==> src/rtl/mem_arb_pkg.sv <==
// rtl/mem_arb_pkg.sv - shared types and helpers for the byte-serial memory arbiter
//   Size encodings, FSM state enum, requester ids, store alignment and
//   load extension helpers used by mem_arbiter and mem_arb_pick.
package mem_arb_pkg;

    localparam logic [1:0] SZ_BYTE = 2'b00;
    localparam logic [1:0] SZ_HALF = 2'b01;
    localparam logic [1:0] SZ_WORD = 2'b10;
    localparam logic [1:0] SZ_RSVD = 2'b11;

    typedef enum logic [1:0] {
        IDLE  = 2'd0,
        ISSUE = 2'd1,
        DRAIN = 2'd2,
        ACK   = 2'd3
    } state_t;

    typedef enum logic {
        REQ_IF = 1'b0,
        REQ_D  = 1'b1
    } req_id_t;

    // Index of the last beat (beat count minus one) for a size encoding.
    function automatic logic [1:0] beats_m1(input logic [1:0] size);
        case (size)
            SZ_BYTE: return 2'd0;
            SZ_HALF: return 2'd1;
            default: return 2'd3;
        endcase
    endfunction

    // Move right-justified store data so the first beat's byte sits in [31:24].
    function automatic logic [31:0] align_store(input logic [1:0] size, input logic [31:0] wdata);
        case (size)
            SZ_BYTE: return {wdata[7:0], 24'h0};
            SZ_HALF: return {wdata[15:0], 16'h0};
            default: return wdata;
        endcase
    endfunction

    // Raw holds bytes MSB-first with the final byte in [7:0].
    function automatic logic [31:0] load_extend(input logic [1:0] size, input logic sgn,
                                                input logic [31:0] raw);
        case (size)
            SZ_BYTE: return {{24{sgn & raw[7]}}, raw[7:0]};
            SZ_HALF: return {{16{sgn & raw[15]}}, raw[15:0]};
            default: return raw;
        endcase
    endfunction

endpackage

==> src/rtl/mem_arb_pick.sv <==
// rtl/mem_arb_pick.sv - two-way round-robin picker for fetch vs. data requests
//   clk, rst      : clock, asynchronous active-high reset
//   if_req, d_req : pending requests
//   en            : arbitration window (arbiter idle); rr_last updates only here
//   gnt_valid     : at least one request pending
//   gnt_d         : 1 = data requester wins, 0 = fetch wins
module mem_arb_pick
    import mem_arb_pkg::*;
(
    input  logic clk,
    input  logic rst,
    input  logic if_req,
    input  logic d_req,
    input  logic en,
    output logic gnt_valid,
    output logic gnt_d
);

    req_id_t rr_last;
    req_id_t gnt_id;

    always_comb begin
        gnt_valid = if_req | d_req;
        if (if_req && d_req) begin
            gnt_id = (rr_last == REQ_D) ? REQ_IF : REQ_D;
        end else if (if_req) begin
            gnt_id = REQ_IF;
        end else begin
            gnt_id = REQ_D;
        end
    end

    assign gnt_d = (gnt_id == REQ_D);

    // Reset to DATA so fetch wins the first tie.
    always_ff @(posedge clk or posedge rst) begin
        if (rst) begin
            rr_last <= REQ_D;
        end else if (en && gnt_valid) begin
            rr_last <= gnt_id;
        end
    end

endmodule

==> src/rtl/mem_arbiter.sv <==
// rtl/mem_arbiter.sv - shares a byte-wide single-port RAM between fetch and load/store
//   if_*  : fetch port (word reads), req held until one-cycle if_ack
//   d_*   : load/store port (byte/half/word, sign/zero extended loads)
//   mem_* : byte RAM interface, read data valid the cycle after a read beat
//   busy  : FSM not in IDLE
// Accesses are split into big-endian byte beats, lowest address first.
module mem_arbiter
    import mem_arb_pkg::*;
#(
    parameter int ADDR_W = 10
) (
    input  logic              clk,
    input  logic              rst,
    input  logic              if_req,
    input  logic [31:0]       if_addr,
    output logic              if_ack,
    output logic [31:0]       if_rdata,
    output logic              if_err,
    input  logic              d_req,
    input  logic              d_we,
    input  logic [1:0]        d_size,
    input  logic              d_signed,
    input  logic [31:0]       d_addr,
    input  logic [31:0]       d_wdata,
    output logic              d_ack,
    output logic [31:0]       d_rdata,
    output logic              d_err,
    output logic              mem_en,
    output logic              mem_we,
    output logic [ADDR_W-1:0] mem_addr,
    output logic [7:0]        mem_wdata,
    input  logic [7:0]        mem_rdata,
    output logic              busy
);

    state_t            state;
    req_id_t           owner;
    logic              cur_we;
    logic [1:0]        cur_size;
    logic              cur_signed;
    logic [ADDR_W-1:0] base;
    logic [1:0]        cnt;
    logic [1:0]        last;
    logic [1:0]        cnt_nx;
    // Store: remaining bytes to send at [31:24]. Load: captured bytes shift in at [7:0].
    logic [31:0]       shreg;

    logic              gnt_valid;
    logic              gnt_d;
    req_id_t           gnt_id;

    logic              sel_we;
    logic [1:0]        sel_size;
    logic              sel_signed;
    logic [31:0]       sel_addr;
    logic [31:0]       sel_wdata;
    logic              sel_bad;
    logic [31:0]       aligned;
    logic [31:0]       raw;
    logic [31:0]       result;

    mem_arb_pick u_pick (
        .clk       (clk),
        .rst       (rst),
        .if_req    (if_req),
        .d_req     (d_req),
        .en        (state == IDLE),
        .gnt_valid (gnt_valid),
        .gnt_d     (gnt_d)
    );

    assign gnt_id = gnt_d ? REQ_D : REQ_IF;

    always_comb begin
        if (gnt_id == REQ_IF) begin
            sel_we     = 1'b0;
            sel_size   = SZ_WORD;
            sel_signed = 1'b0;
            sel_addr   = if_addr;
            sel_wdata  = 32'h0;
        end else begin
            sel_we     = d_we;
            sel_size   = d_size;
            sel_signed = d_signed;
            sel_addr   = d_addr;
            sel_wdata  = d_wdata;
        end
        sel_bad = (sel_size == SZ_RSVD)
               || (sel_size == SZ_HALF && sel_addr[0])
               || (sel_size == SZ_WORD && sel_addr[1:0] != 2'b00)
               || ((sel_addr >> ADDR_W) != 32'd0);
    end

    assign aligned = align_store(sel_size, sel_wdata);
    assign cnt_nx  = cnt + 2'd1;
    assign raw     = {shreg[23:0], mem_rdata};
    assign result  = (owner == REQ_IF) ? raw : load_extend(cur_size, cur_signed, raw);

    always_ff @(posedge clk or posedge rst) begin
        if (rst) begin
            state      <= IDLE;
            owner      <= REQ_IF;
            cur_we     <= 1'b0;
            cur_size   <= SZ_BYTE;
            cur_signed <= 1'b0;
            base       <= '0;
            cnt        <= 2'd0;
            last       <= 2'd0;
            shreg      <= 32'h0;
            if_ack     <= 1'b0;
            if_rdata   <= 32'h0;
            if_err     <= 1'b0;
            d_ack      <= 1'b0;
            d_rdata    <= 32'h0;
            d_err      <= 1'b0;
            mem_en     <= 1'b0;
            mem_we     <= 1'b0;
            mem_addr   <= '0;
            mem_wdata  <= 8'h0;
            busy       <= 1'b0;
        end else begin
            case (state)
                IDLE: begin
                    if (gnt_valid) begin
                        busy       <= 1'b1;
                        owner      <= gnt_id;
                        cur_we     <= sel_we;
                        cur_size   <= sel_size;
                        cur_signed <= sel_signed;
                        if (sel_bad) begin
                            state <= ACK;
                            if (gnt_id == REQ_IF) begin
                                if_ack   <= 1'b1;
                                if_err   <= 1'b1;
                                if_rdata <= 32'h0;
                            end else begin
                                d_ack   <= 1'b1;
                                d_err   <= 1'b1;
                                d_rdata <= 32'h0;
                            end
                        end else begin
                            // First beat goes out in the cycle right after the grant.
                            state     <= ISSUE;
                            cnt       <= 2'd0;
                            last      <= beats_m1(sel_size);
                            base      <= sel_addr[ADDR_W-1:0];
                            mem_en    <= 1'b1;
                            mem_we    <= sel_we;
                            mem_addr  <= sel_addr[ADDR_W-1:0];
                            mem_wdata <= aligned[31:24];
                            shreg     <= sel_we ? {aligned[23:0], 8'h0} : 32'h0;
                        end
                    end
                end
                ISSUE: begin
                    // Beat cnt is on the bus; read data for beat cnt-1 is arriving.
                    if (!cur_we && cnt != 2'd0) begin
                        shreg <= {shreg[23:0], mem_rdata};
                    end
                    if (cnt == last) begin
                        mem_en <= 1'b0;
                        mem_we <= 1'b0;
                        if (cur_we) begin
                            state   <= ACK;
                            d_ack   <= 1'b1;
                            d_err   <= 1'b0;
                            d_rdata <= 32'h0;
                        end else begin
                            state <= DRAIN;
                        end
                    end else begin
                        cnt      <= cnt_nx;
                        mem_addr <= base + ADDR_W'(cnt_nx);
                        if (cur_we) begin
                            mem_wdata <= shreg[31:24];
                            shreg     <= {shreg[23:0], 8'h0};
                        end
                    end
                end
                DRAIN: begin
                    state <= ACK;
                    if (owner == REQ_IF) begin
                        if_ack   <= 1'b1;
                        if_err   <= 1'b0;
                        if_rdata <= result;
                    end else begin
                        d_ack   <= 1'b1;
                        d_err   <= 1'b0;
                        d_rdata <= result;
                    end
                end
                ACK: begin
                    state  <= IDLE;
                    busy   <= 1'b0;
                    if_ack <= 1'b0;
                    if_err <= 1'b0;
                    d_ack  <= 1'b0;
                    d_err  <= 1'b0;
                end
                default: state <= IDLE;
            endcase
        end
    end

endmodule

==> config.mk <==
export PLATFORM = sky130hd
export DESIGN_NAME = mem_arbiter
export DESIGN_NICKNAME = d
export VERILOG_FILES = /design/src/rtl/mem_arb_pkg.sv /design/src/rtl/mem_arb_pick.sv /design/src/rtl/mem_arbiter.sv
export SDC_FILE = /design/constraint.sdc
export NUM_CORES = 1
export LEC_CHECK = 0
export BUFFER_PORTS_ARGS = -buffer_cell sky130_fd_sc_hd__buf_2
export CAP_MARGIN = 15
export CORE_MARGIN = 1.5
export CORE_UTILIZATION = 57
export DETAILED_ROUTE_END_ITERATION = 10
export PLACE_DENSITY = 0.86
export SYNTH_ARGS = -nofsm -noshare
export SYNTH_HDL_FRONTEND = slang
export SYNTH_HIERARCHICAL = 1
export SYNTH_SLANG_ARGS = --single-unit
==> constraint.sdc <==
create_clock -name clk -period 9.3 [get_ports clk]
set_input_delay 2.325 -clock clk [delete_from_list [all_inputs] [get_ports clk]]
set_output_delay 2.325 -clock clk [all_outputs]
set_load 0.1 [all_outputs]
==> metrics.txt, run 1 <==
status finished clean; H-tree levels 4; max-cap viol count 0; Post-Route WL 18.9 mm; Die Ht 116 microns; # Post-CTS Setup Buffers 0; nature of the critical path endpoint register; PostCTS Resize Cnt 0; crit-path max FO 32; Setup Skew 0.00514 ns; Reg clk slew, reported paths 0.06 ns; Clock Latency Late Sink 0.43 ns; reg2reg path depth 7; Synth top area share 48.8%; DP Wirelength 13.2 mm; DR WL/cell 17.5 microns; Pins Over Slew Limit 0; Syn Area/Cell 10.2 sq um; Worst slew margin approximately 32%; gpl congestion 0.944; dpl cell area a little over 8000 sq um; initial antenna violation count 0; Least-Margin Pin Slew 1.02 ns; maximum achievable frequency 0.209 GHz; cell area after synthesis 7280 sq um; FF+latch count, synth between 100 and 150; hold bufs inserted after CTS 0; Setup CP Type in2reg; Slowest-stage cell, CP a221o_2; GRT Util Overall about 29%; most used flip-flop cell after synthesis dfrtp_1; first-pass GRT wire length 29.9 mm; total CTS buffers 17; Clock Path Buffers 2; Final #Nets 1015; cell family with most CP delay compound AO/OA/AOI/OAI gates; syn_nets 834; Die Area 13500 sq um; crit-path most repeated cell buf_4; via count 6272; library cells used by synthesis 56; Die W between 100 and 150 microns; P&R area growth vs syn 22.1%; CP peak stage delay around 0.83 ns; share of cells above drive strength 1 31.3%; Clock Tree Root clkbuf_16; Post-synth ARST share 100%; synth top area cells dfrtp_1 (49%), mux2i_1 (5.4%), o2bb2ai_1 (4.5%); initial core utilization 58.2%; # fillers 977; Finished Cell Area 8890 sq um; Setup TNS Final 0 ns; Ys Warns 6; fin crit share 51.5%; WP depth 11; First-pass DRT Iterations 5; fin crit period 4.79 ns; Post-Syn Instances 713; DR iter-0 viols 546; DRC viols 0; Setup crit start kind primary input; WP data arrival between 5 and 6 ns; # IOs around 200; hold depth 1; vias per cell approximately 5.8; Overflow after GRT 0; Yosys top cell by area dfrtp_1; HP Class reg2reg; PortBufs 200; Final ANT Viol Nets 0; Final Hold Vio Count 0; crit path buf inv count 4; CP Cell Sequence buf_2 > inv_1 > o21ai_2 > buf_4 > nor3_1 > nand2_1 > a222oi_1 > buf_4 > nand2b_4 > a221o_2 > mux2_2; largest net degree at the start of global routing 81; core footprint 12500 sq um; placed insts around 1000; sink count of the clock tree 143; diode count 0; CTS tree yes; RSZ-0062 raised after global routing no; Layout Cells excl Fill approximately 1100; Worst EP required 9.61 ns; Post-synth EDFFs 0; final setup fails 0; row count 41; vias in the first global route 5969; sequential cell area fraction in the yosys report 49.2%
-- flip-flops by register name, summed over array words and instances, names as in the netlist, 2 cells and up --
| name | count |
|---|---|
| shreg | 32 |
| cnt | 2 |
| mem_wdata | 8 |
| mem_addr | 10 |
| cur_size | 2 |
| d_rdata | 32 |
| last | 2 |
| base | 10 |
| state | 2 |
| if_rdata | 32 |
-- final timing paths --
| path | start | end | slack [ns] |
|---|---|---|---|
| min in group asynchronous | rst | u_pick/rr_last | 1.94 |
| worst min-delay path | shreg[24] | shreg[24] | 0.49 |
| max in group asynchronous | rst | d_rdata[25] | 5.93 |
| worst max register to register | state[1] | shreg[16] | 5.44 |
| worst min register to register | shreg[24] | shreg[24] | 0.49 |
| worst max-delay path | d_req | d_rdata[30] | 4.51 |
-- kinds of logic (layout without fill, tap and decap cells) --
logic type,Yosys count,count (layout),synth area share (%)
adders and majority gates,9,9,1.65
buffers and inverters,89,283,5.83
and+or+nand+nor,188,188,11.9
muxes,74,74,11.5
AOI/OAI and AO/OA,201,201,18.9
DFF,143,143,49.2
xor gates and xnor gates,9,9,1.08
-- routing by layer --
layer / vias up / share of wire (%) / GRT usage, %
met5: - / 0 / 0
li1: 2918 / - / -
met4: 0 / 2.5 / 12.2
met2: 246 / 49 / 47.2
met3: 44 / 5.6 / 5.60
met1: 3064 / 43 / 37.4
-- stage by stage --
| stage | hold WS [ns] | util (%) | setup WS [ns] |
|---|---|---|---|
| 5_1_grt | 0.496 | 71.0 | 4.32 |
| 2_1_floorplan | 0.456 | - | 3.17 |
| 3_3_place_gp | 0.468 | 66.3 | 4.11 |
| 6_report | 0.488 | 71.0 | 4.51 |
| 4_1_cts | 0.487 | 70.9 | 4.52 |
| 3_5_place_dp | 0.468 | 66.3 | 4.07 |
-- synth_stat cells, types with 2 or more instances --
master / number
dfrtp_1: 142
nor2_1: 66
a21oi_1: 58
nand2_1: 54
inv_1: 42
mux2i_1: 39
o21ai_0: 37
o2bb2ai_1: 37
clkbuf_1: 23
mux2_2: 21
nor3_1: 18
a22o_1: 17
a22oi_1: 16
mux2_4: 14
buf_2: 13
nand3_1: 9
ha_1: 8
nor4_1: 8
and3_1: 7
nand4_1: 7
nor2b_1: 6
a221o_1: 5
and2_1: 5
xor2_1: 5
buf_6: 4
xnor2_1: 4
a2111oi_0: 3
a21o_1: 3
a31oi_1: 3
buf_4: 3
o22ai_1: 3
o41ai_1: 3
a211oi_1: 2
buf_1: 2
buf_12: 2
nand2b_1: 2
o21ai_1: 2
or3_1: 2
-- layout by cell type, fill, tap and decap left out, types with 5 or more instances in the layout --
| master | count |
|---|---|
| nand3_1 | 9 |
| buf_4 | 9 |
| dfrtp_1 | 142 |
| a22o_1 | 17 |
| inv_1 | 41 |
| o2bb2ai_1 | 37 |
| nor2b_1 | 6 |
| clkbuf_16 | 17 |
| nor2_1 | 66 |
| mux2_2 | 21 |
| nor3_1 | 18 |
| a21oi_1 | 57 |
| and3_1 | 7 |
| mux2_4 | 14 |
| o21ai_0 | 36 |
| and2_1 | 5 |
| nor4_1 | 8 |
| buf_2 | 200 |
| xor2_1 | 5 |
| mux2i_1 | 39 |
| nand4_1 | 7 |
| nand2_1 | 54 |
| a22oi_1 | 16 |
| ha_1 | 8 |
-- cell type report --
cell class | count | area (sq um) | share of cell area, %
multi-input combinational | 481 | 3290 | 37.0
sequential | 143 | 3580 | 40.3
timing repair buffer | 209 | 1070 | 12.0
clock buffer | 23 | 468 | 5.26
clock inverter | 9 | 110 | 1.24
tap | 172 | 215 | 2.42
inverter | 42 | 163 | 1.83
Power of run 1 is not shown: default switching activity piles up to over one toggle a cycle in this logic, so the estimate is an artifact.
==> run 2: changes to the inputs <==
- CORE_UTILIZATION: 57 -> 48
- PLACE_DENSITY: 0.86 -> 0.77
- clock period: 9.3 -> 4.16 ns (I/O delays scaled with it)
==> metrics.txt, run 2 (synthesized netlist as in run 1, its figures left out) <==
fin crit period between 3 and 4 ns; initial antenna violation count 0 (unchanged); reg2reg path depth 9 (+2); # Post-CTS Setup Buffers 0 (unchanged); Setup TNS Final 0 ns (unchanged); placed insts 1069 (+2.3%); Clock Tree Root clkbuf_16; DRC viols 0 (unchanged); Setup crit start kind primary input; Worst EP required 4.46 ns (-5.15 ns); sequential cell area 3580 sq um (unchanged); Overflow after GRT 0 (unchanged); via count 6227 (-0.72%); most frequent cells in the layout buf_2 (200), dfrtp_1 (142), nor2_1 (66); First-pass DRT Iterations 6 (+1); H-tree levels 4 (unchanged); nature of the critical path endpoint register; final core utilization 61.3% (-9.7 points); diode count 0 (unchanged); initial core utilization 49.5% (-8.6 points); Least-Margin Pin Slew 1.04 ns (+0.0220 ns); share of cells above drive strength 1 32.5% (+1.2 points); area of the multi-input gates 3290 sq um (unchanged); Post-Route WL 19.4 mm (+3.0%); Final Hold Vio Count 0 (unchanged); leading registers by flop count d_rdata (32), if_rdata (32), shreg (32); largest net degree at the start of global routing 55 (-32%); Die Ht 126 microns (+8.7%); WHS 0.485 ns (-0.00323 ns); gpl congestion 0.876 (-7.2%); Clock Latency Late Sink 0.42 ns (about the same); CTS tree yes; HP Class reg2reg; Setup CP Type in2reg; GRT Util Overall 25.1% (-3.6 points); crit-path max FO 21 (-34%); WP data arrival 3.66 ns (-1.44 ns); Clock Path Buffers 2 (unchanged); maximum achievable frequency 0.298 GHz; most common cell after layout, fill and taps aside buf_2; DR WL/cell 17.6 microns (+0.91%); # IOs 201 (unchanged); # fillers 1241 (+27%); hold bufs inserted after CTS 0 (unchanged); row count 44 (+7.3%); fin crit share approximately four fifths; RSZ-0062 raised after global routing no; Die W 126 microns (+8.7%); first-pass GRT wire length 31.5 mm (+5.6%); Worst slew margin 30.8% (-1.4 points); vias per cell 5.66 (-2.7%); vias in the first global route 5998 (+0.49%); Final ANT Viol Nets 0 (unchanged); Reg clk slew, reported paths 0.06 ns (about the same); DP Wirelength 14.2 mm (+7.3%); status finished clean; Layout Cells excl Fill 1101 (+2.0%); core footprint 14700 sq um (+17%); max-cap viol count 0 (unchanged); P&R area growth vs syn 23.8%; Die Area 15900 sq um (+18%); PostCTS Resize Cnt 0 (unchanged); Final #Nets 1025 (+0.99%); PortBufs 200 (unchanged); sink count of the clock tree 143 (unchanged); Setup Skew 0.00786 ns (+0.00272 ns); final setup fails 0 (unchanged); total CTS buffers 17 (unchanged); hold depth 1 (unchanged); Pins Over Slew Limit 0 (unchanged); DR iter-0 viols 476 (-13%)
run 2: cell types whose count changed in the layout (fill, tap and decap cells not counted):
cell	before	now
clkbuf_8	2	3
buf_12	0	1
clkbuf_1	4	0
clkinv_4	4	1
inv_6	1	3
buf_4	9	18
clkinvlp_4	0	4
run 2: path summary, 6_finish.rpt:
check / from / end / slack (ns)
hold / removal: if_rdata[11] / if_rdata[11] / 0.48
setup / recovery: d_req / shreg[30] / 0.81
max in group asynchronous: rst / d_rdata[13] / 2.50
min in group asynchronous: rst / u_pick/rr_last / 0.64
setup reg to reg: u_pick/rr_last / d_rdata[0] / 1.11
hold reg to reg: if_rdata[11] / if_rdata[11] / 0.48
run 2: critical path, stage by stage:
cell,delay (ns)
buf_2,0.09
inv_1,0.04
o21ai_2,0.33
buf_4,0.32
nor3_1,0.09
nand2_1,0.10
a222oi_1,0.12
buf_4,0.20
a21oi_2,0.82
a2111oi_0,0.18
a221o_1,0.32
run 2: area by class of cell:
cell class              instances  share of cell area (%)
well taps                     184                    2.55
inverters                      42                    1.79
repair buffers                219                    12.8
multi-input cells             481                    36.5
flip-flops and latches        143                    39.7
clock buffers                  20                    5.18
clock inverters                12                    1.47
run 2: routing by layer:
metal	wire length, microns	share of wire, %	track usage (%)
met2	9130	47	39.3
met5	0	0	0
met3	1130	5.8	5.65
met4	383	2.0	8.05
met1	8770	45	34.9
run 2: per-stage QoR:
step	setup slack [ns]	area, sq um
2_1_floorplan	0.988	7280
4_1_cts	0.813	9010
3_5_place_dp	0.368	8410
3_3_place_gp	0.472	8410
5_1_grt	0.553	9010
6_report	0.806	9010
Power of run 2 is left out for the same reason.
==> run 3: changes to the inputs <==
- ABC_AREA: not set -> 1
- CORE_UTILIZATION: 48 -> 49
- clock period: 4.16 -> 3 ns (I/O delays scaled with it)
==> metrics.txt, run 3 <==
status finished clean; total CTS buffers 17 (unchanged); setup slack at placement 0.310 ns (-0.0576 ns); share of cells above drive strength 1 21.5% (-11 points); fin crit share 81.1%; Setup Skew 0.0109 ns (+0.00304 ns); FF+latch count, synth 143 (unchanged); DR iter-0 viols 812 (+71%); Worst EP required 3.31 ns (-1.15 ns); Yosys top cell by area dfrtp_1; fin crit period 2.43 ns; sink count of the clock tree 143 (unchanged); vias in the first global route 7425 (+24%); Post-synth EDFFs 0 (unchanged); crit-path most repeated cell nand2_1; nature of the critical path endpoint register; crit-path max FO 14 (-33%); most frequent cells in the layout nand2_1 (402), buf_2 (200), dfrtp_1 (142); via count 8132 (+31%); final setup fails 0 (unchanged); Final ANT Viol Nets 0 (unchanged); Die W 131 microns (+4.0%); RSZ-0062 raised after global routing no; Overflow after GRT 0 (unchanged); sequential cell area fraction in the yosys report 44.4% (-4.7 points); Setup TNS Final 0 ns (unchanged); most used flip-flop cell after synthesis dfrtp_1; Least-Margin Pin Slew 0.825 ns (-0.213 ns); gpl congestion 0.916 (+4.5%); CP Cell Sequence inv_1 > nand2_1 > nand2_1 > buf_4 > nor2_1 > nand3b_1 > nand2_1 > nand2_1 > nor2_4 > nand2_1 > nand2_2 > nand3_2 > nand2_1 > nand2_1; Final Hold Vio Count 0 (unchanged); PortBufs 200 (unchanged); xor and xnor area share after synthesis 0.326% (-0.76 points); Final #Nets 1414 (+38%); Post-synth ARST share 100% (unchanged); Clock Latency Late Sink 0.43 ns (about the same); syn_nets 1229 (+47%); most common cell after layout, fill and taps aside nand2_1; Pins Over Slew Limit 0 (unchanged); GRT Util Overall 27.1% (+2.0 points); largest family of logic cells by synthesized area simple AND/OR/NAND/NOR gates; Worst slew margin 45.0% (+14 points); mux cell area share after synthesis 0.745% (-11 points); P&R area growth vs syn 22.8%; Synth top area share 44.1% (-4.7 points); DRC viols 0 (unchanged); synth top area cells dfrtp_1 (44%), nand2_1 (19%), nand4_1 (6.0%); Ys Warns 6 (unchanged); Die Ht 131 microns (+4.0%); DP Wirelength 16.6 mm (+16%); library cells used by synthesis 38 (-32%); PostCTS Resize Cnt 0 (unchanged); HP Class in2async; Die Area 17200 sq um (+8.2%); core footprint 16000 sq um (+8.9%); H-tree levels 4 (unchanged); max-cap viol count 0 (unchanged); maximum achievable frequency 0.411 GHz; # Post-CTS Setup Buffers 0 (unchanged); commonest cells in the netlist nand2_1 (402), dfrtp_1 (142), inv_1 (97), o21ai_0 (88), nand4_1 (77); Clock Path Buffers 2 (unchanged); # IOs 201 (unchanged); Reg clk slew, reported paths 0.06 ns (about the same); vias per cell 5.34 (-5.5%); cell area after synthesis 8060 sq um (+11%); adder-cell area share of the yosys netlist 1.49% (-0.16 points); complex-gate fraction of the synthesized area 9.32% (-9.6 points); Setup CP Type reg2reg; WP data arrival 2.74 ns (-0.92 ns); largest net degree at the start of global routing 143 (+160%); CP peak stage delay 0.53 ns (-0.29 ns); initial antenna violation count 0 (unchanged); Setup crit start kind register; initial core utilization 50.4% (+0.83 points); Post-Syn Instances 1108 (+55%); first-pass GRT wire length 37.6 mm (+19%); simple-gate share of the synthesized area 34.9% (+23 points); First-pass DRT Iterations 5 (-1); diode count 0 (unchanged); slack of the critical path 0.567 ns (-0.239 ns); leading registers by flop count d_rdata (32), if_rdata (32), shreg (32); CTS tree yes; row count 46 (+4.5%); Clock Tree Root clkbuf_16; DR WL/cell 15.2 microns (-14%); Slowest-stage cell, CP dfstp_2; Post-Route WL 23.2 mm (+19%); most common cell in the netlist nand2_1; hold bufs inserted after CTS 0 (unchanged); Syn Area/Cell 7.27 sq um (-29%)
[run 3: cell types whose count changed after synthesis, sizes merged, moves of 11 or more]
cell and change:
nand2 +350, nand4 +70, nand3 +66, inv +59, o21ai +48, o2bb2ai -37, mux2 -35, mux2i -33
a21oi -31, a22o -17, buf +17, a22oi -16, nor3 -16, nor2 +11
[run 3: final timing paths]
| path | from | endpoint | slack, ns | cells after the start |
|---|---|---|---|---|
| worst max-delay path | u_pick/rr_last | mem_addr[8] | 0.57 | 14 |
| worst min-delay path | rst | u_pick/rr_last | 0.35 | 2 |
| worst max register to register | u_pick/rr_last | mem_addr[8] | 0.57 | 14 |
| worst min register to register | d_rdata[14] | d_rdata[14] | 0.46 | 2 |
| max in group asynchronous | rst | shreg[24] | 1.84 | 3 |
| min in group clk | d_rdata[14] | d_rdata[14] | 0.46 | 2 |
[run 3: layout make-up]
| class | count | area (sq um) |
|---|---|---|
| Sequential cell | 143 | 3580 |
| Timing Repair Buffer | 228 | 1240 |
| Clock buffer | 19 | 443 |
| Tap cell | 216 | 270 |
| Multi-Input combinational cell | 801 | 3770 |
| Inverter | 102 | 387 |
| Fill cell | 1462 | 6100 |
| Clock inverter | 13 | 210 |
[run 3: layer usage]
metal	vias up	track usage (%)	share of wire, %
met3	29	4.98	7.4
met4	0	8.93	1.5
met1	3769	38.6	45
met2	361	41.6	46
li1	3973	-	-
met5	-	0	0
[run 3: cell families after synthesis]
| family | after synthesis |
|---|---|
| mux | 6 |
| xor+xnor | 3 |
| buf+inv | 164 |
| fa+ha+maj | 9 |
| compound gates | 138 |
| flops | 143 |
| simple gates | 645 |
[run 3: metrics by stage]
| stage | std cells | hold WS [ns] | area, sq um | utilization (%) |
|---|---|---|---|---|
| 3_5_place_dp | 1490 | 0.454 | 9240 | 57.8 |
| 5_1_grt | 1522 | 0.358 | 9900 | 61.9 |
| 4_1_cts | 1522 | 0.340 | 9900 | 61.9 |
| 2_1_floorplan | 1108 | 0.446 | 8060 | - |
| 6_report | 1522 | 0.348 | 9900 | 61.9 |
| 3_3_place_gp | 1490 | 0.449 | 9240 | 57.8 |
[run 3: worst max-delay path: cells and delay by family (launching register included)]
family	cells	cell delay, ns
flops	1	0.53
buf+inv	2	0.26
simple gates	12	1.50
Power of run 3 is left out for the same reason.
